File: src/rtl/rs_issue_scheduler.sv
// rs_issue_scheduler: picks one ready RS slot per cycle for the ALU with valid/busy handshake and grant pulse.
// Define RS_SCHED_OLDEST_EN for oldest-first selection by ROB age; default is round-robin.
module rs_issue_scheduler #(
  parameter int ENTRIES = 16,
  parameter int IDX_W   = 4,
  parameter int ROB_W   = 4
) (
  input  logic                     clk,
  input  logic                     rst_n,
  input  logic                     rdy,
  input  logic                     rollback,
  input  logic [ENTRIES-1:0]       in_ready_vec,
  input  logic [ENTRIES*ROB_W-1:0] in_rob_tags,
  input  logic [ROB_W-1:0]         in_rob_head,
  input  logic                     alu_busy,
  output logic                     out_valid,
  output logic [IDX_W-1:0]         out_idx,
  output logic                     out_grant,
  output logic [15:0]              out_issue_count
);
  localparam logic [1:0] IDLE = 2'd0, ISSUE = 2'd1, STALL = 2'd2, FLUSH = 2'd3;
  logic [1:0]         state;
  logic [IDX_W-1:0]   ptr;
  logic [IDX_W-1:0]   pick;
  logic               found;
  logic [ENTRIES-1:0] cand;
  // The slot granted last edge is still visible in the ready vector this cycle
  assign cand = in_ready_vec & ~(out_grant ? ENTRIES'(1) << out_idx : '0);
`ifdef RS_SCHED_OLDEST_EN
  logic [ROB_W-1:0] age, best;
  logic             unused_ptr;
  assign unused_ptr = ^ptr;
  always_comb begin
    found = 1'b0;
    pick  = '0;
    best  = '1;
    age   = '0;
    for (int i = 0; i < ENTRIES; i++) begin
      age = in_rob_tags[i*ROB_W +: ROB_W] - in_rob_head;
      if (cand[i] && (!found || age < best)) begin
        found = 1'b1;
        pick  = IDX_W'(i);
        best  = age;
      end
    end
  end
`else
  logic unused_tags;
  assign unused_tags = ^{in_rob_tags, in_rob_head};
  // Descending scan so the slot nearest the pointer wins
  always_comb begin
    found = 1'b0;
    pick  = '0;
    for (int k = ENTRIES - 1; k >= 0; k--) begin
      if (cand[ptr + IDX_W'(k)]) begin
        found = 1'b1;
        pick  = ptr + IDX_W'(k);
      end
    end
  end
`endif
  always_ff @(posedge clk or negedge rst_n) begin
    if (!rst_n) begin
      state           <= IDLE;
      ptr             <= '0;
      out_valid       <= 1'b0;
      out_idx         <= '0;
      out_grant       <= 1'b0;
      out_issue_count <= '0;
    end else if (rdy) begin
      if (rollback) begin
        state     <= FLUSH;
        ptr       <= '0;
        out_valid <= 1'b0;
        out_grant <= 1'b0;
      end else if (state == FLUSH) begin
        state <= IDLE;
      end else if (state != IDLE && alu_busy) begin
        state     <= STALL;
        out_grant <= 1'b0;
      end else begin
        if (state != IDLE) out_issue_count <= out_issue_count + 16'd1;
        if (found) begin
          state     <= ISSUE;
          out_idx   <= pick;
          ptr       <= pick + IDX_W'(1);
          out_valid <= 1'b1;
          out_grant <= 1'b1;
        end else begin
          state     <= IDLE;
          out_valid <= 1'b0;
          out_grant <= 1'b0;
        end
      end
    end
  end
endmodule

File: config.mk
export PLATFORM = sky130hd
export DESIGN_NAME = rs_issue_scheduler
export DESIGN_NICKNAME = d
export VERILOG_FILES = /design/src/rtl/rs_issue_scheduler.sv
export SDC_FILE = /design/constraint.sdc
export NUM_CORES = 1
export LEC_CHECK = 0
export BUFFER_PORTS_ARGS = -buffer_cell sky130_fd_sc_hd__buf_2
export CAP_MARGIN = 5
export CORE_ASPECT_RATIO = 0.7
export CORE_UTILIZATION = 30
export CTS_CLUSTER_DIAMETER = 120
export CTS_CLUSTER_SIZE = 16
export DETAILED_ROUTE_END_ITERATION = 6
export GPL_TIMING_DRIVEN = 0
export HOLD_SLACK_MARGIN = 0.15
export PLACE_DENSITY_LB_ADDON = 0.1
export SLEW_MARGIN = 25
export SYNTH_ARGS = -nofsm -noshare
export SYNTH_HDL_FRONTEND = slang
export SYNTH_SLANG_ARGS = --single-unit
export TNS_END_PERCENT = 10
File: constraint.sdc
create_clock -name clk -period 6.5 [get_ports clk]
set_input_delay 0.65 -clock clk [delete_from_list [all_inputs] [get_ports clk]]
set_output_delay 0.65 -clock clk [all_outputs]
set_load 0.02 [all_outputs]
==> results by group <==
Worst setup path
  • Critical Path Most Common Cell: o21ai_1
  • Slowest library cell on the worst path: dfrtp_1
  • Crit path DAT: 6.38 ns
  • CP max stage delay: 0.66 ns
  • CP Data Required Time: 6.66 ns
  • Crit Path Class: reg -> reg
  • CP delay by family, top: buffers and inverters
  • Worst Setup Start Kind: flop
  • Critical-path cell list: inv_1 -> clkdlybuf4s15_1 -> ha_1 -> clkbuf_1 -> clkinv_1 -> mux4_2 -> mux2i_1 -> nor3_1 -> nor4_1 -> o21ai_0 -> o21ai_1 -> a211oi_1 -> a211oi_2 -> xnor2_1 -> o21ai_1
  • Critical Path End Type: flop
  • Crit path buf inv count: 4
  • Critical path peak fanout: 13

Synthesis
  • Number of synthesized flops with an enable pin: 0
  • Async SR Flop Fraction: 100%
  • Synth Net Count: 634
  • Yosys warns: 0
  • Adder-cell share of the synthesized area: 2.60%
  • Area of the mapped netlist: 0.00471 sq mm
  • Largest family of logic cells by synthesized area: multiplexers
  • Post-synthesis mux area share: 27.6%
  • Simple-gate area share of the yosys netlist: 17.7%
  • Post-synthesis sequential area ratio: 14.9%
  • Synth unique cells: 78
  • Synth Instances: 536
  • Syn_area_per_cell: 8.79 sq um
  • Main synth FF type: dfrtp_1
  • Post-synthesis compound-gate area fraction: 26.7%
  • XOR/XNOR Fraction of Synth Area: 5.76%
  • Synth Register Bits: 28

Global routing
  • Largest net degree at the start of global routing: 29
  • GRT Residual Overflow: 0
  • GR Util All Layers: 26.0%
  • Number of global-route vias before repair: 4772
  • Global-route wire length before repair: 30.6 mm
  • Antenna violations before repair: 0

STA
  • Crit path time final: 6.22 ns
  • Final-report max-slew violation count: 0
  • RSZ-0062 raised after global routing: false
  • Worst slew pin tran: 1.13 ns
  • Max Freq: 161 MHz
  • Final hold slack: 0.403 ns
  • Final setup fails: 0
  • Max transition margin: 23.8%
  • Clock Skews: 0.00883 ns
  • Fin Setup TNS: 0 ns
  • Hold Vio Cnt, Final: 0
  • Fin crit share: 95.7%

Final layout
  • Non-filler cells, final: 774
  • Final nets: 678
  • Share of cells above drive strength 1: 22.6%
  • Syn-to-layout area delta: 12.2%
  • Commonest non-fill, non-tap cells in the layout: 53 x buf_2, 50 x nand2_1, 50 x nor2_1
  • Antenna fix cells: 0
  • Commonest non-fill, non-tap cell in the layout: buf_2

Floorplanning
  • Core ar.: 0.0150 sq mm
  • DIE AREA: 0.0162 sq mm
  • # rows: 37
  • DIE WIDTH: 152 microns
  • Initial Utilization: 31.4%
  • DIE HEIGHT: 107 microns
  • I/O Pins: 111

Detailed routing
  • Max Used Layer: met4
  • Number of nets with antenna violations after routing: 0
  • Metal-1 WL: 9.36 mm
  • DRT iter0 DRCs: 657
  • DRC Markers: 0
  • First-pass DRT Iterations: 7
  • Met3 WL post-DR: 2.70 mm
  • WL/cell: 26.2 microns
  • Via/cell ratio: 6.56
  • WL met2: 7.75 mm
  • Via count: 5076
  • Overall routed net length: 20.3 mm

Run status
  • Status: finished, final reports clean

Placement
  • Hpwl dp: 16.1 mm
  • Port Buf Inserts: 41
  • Routability-driven placement congestion ratio: 1.01
  • Placed instance count: 772

Power and ir drop
  • Peak VDD IR: 0.000167 V
  • Pwr/cell area: 603 mW/mm^2
  • Pleak: 1.95 nW

Clocking
  • Post-CTS setup buffers: 0
  • Worst skew pair latency: 0.27 ns
  • H-tree depth: 1
  • Post-CTS Hold Fix Bufs: 0
  • Max Buffers Root-to-Sink: 2
  • Clk root buf: clkbuf_16
  • Sink Count: 28
  • Post-CTS sizing: 0
  • CTS tree: done
  • Clk slew on worst S/H paths: 0.07 ns
  • CTS Buf Count: 3

Flow run
  • Max_cap viols: 0

Hold path
  • HP Class: in -> async
[cell usage after synthesis (all sizes together), types with 3 or more instances]
cell     number  area (sq um)
ha            9           113
nor2         51           194
o221ai        8          76.3
a21oi        16          98.9
o211ai       16           120
a21boi        3          22.5
and2          3          18.8
o21a         16           120
o2111ai       5          43.8
a21o          3          22.5
inv          13          48.8
mux2i        17           170
mux4         46          1040
and4          3          26.3
a211oi       12           103
a2111oi       5          50.0
nand2        50           188
o22ai         4          25.0
dfrtp        28           701
nand2b        5          31.3
buf          20          97.6
a31oi         3          18.8
nor4          3          25.0
nand3b        5          50.1
xnor2        22           193
a221o         3          30.0
a22oi        11          82.6
nand4         6          37.5
and3          3          18.8
o21ai        45           233
xor2          9          78.8
nand3        12          65.1
o22a          3          26.3
mux2          8          93.8
clkbuf       20          75.1
nor3         16          80.1
o2111a        3          33.8
a211o         3          26.3
[layer usage]
metal	global-route usage, %	up-vias
met2	33.4	336
met4	4.53	0
met1	40.9	2501
li1	-	2200
met5	0	-
met3	8.60	39
[path summary, 6_finish.rpt]
check                                     from                   to  slack [ns]  cells after the start
max                                     ptr[1]               ptr[3]        0.28                     15
min reg2reg                out_issue_count[15]  out_issue_count[15]        0.47                      1
min                                      rst_n   out_issue_count[3]        0.40                      1
max reg2reg                             ptr[1]               ptr[3]        0.28                     15
max in group asynchronous                rst_n            out_valid        5.67                      1
min in group clk           out_issue_count[15]  out_issue_count[15]        0.47                      1
[where the power goes]
group | leakage, nW | switching, mW | internal [mW]
Sequential | 0.355 | 0.0568 | 0.210
Clock | 0.0511 | 0.0601 | 0.123
Combinational | 1.54 | 1.75 | 0.993
Total | 1.95 | 1.86 | 1.32
[final cells by class]
cell class                      count  area (sq um)
Tap cell                          195           244
Clock inverter                      1          30.0
Inverter                           14          52.6
Sequential cell                    28           701
Clock buffer                        3          75.1
Multi-Input combinational cell    454          3810
Timing Repair Buffer               41           205
Buffer                             38           171
Fill cell                        1629          9710
[registers in the layout (all words and copies together) (netlist names)]
| register | cells |
|---|---|
| ptr | 4 |
| out_issue_count | 16 |
| out_idx | 4 |
| out_grant | 1 |
| state | 2 |
| out_valid | 1 |
[stage by stage]
| stage | cell area, sq um | total power [mW] | setup WS (ns) | utilization [%] |
|---|---|---|---|---|
| floorplan | 4710 | 2.13 | 1.92 | - |
| global placement | 5160 | 2.90 | 0.0748 | 34.4 |
| detailed placement | 5170 | 2.90 | 0.105 | 34.5 |
| global route | 5290 | 3.37 | 0.0480 | 35.3 |
| finish | 5290 | 3.19 | 0.281 | 35.3 |
| CTS | 5280 | 3.10 | 0.0698 | 35.2 |
[cells by family (layout without fill, tap and decap cells)]
group	Yosys count	in the layout
mux	71	71
fa+ha+maj	10	10
buf+inv	54	97
flops	28	28
xor+xnor	31	31
compound gates	173	173
simple gates	169	169
No activity file was read; power rests on OpenSTA's default activity.
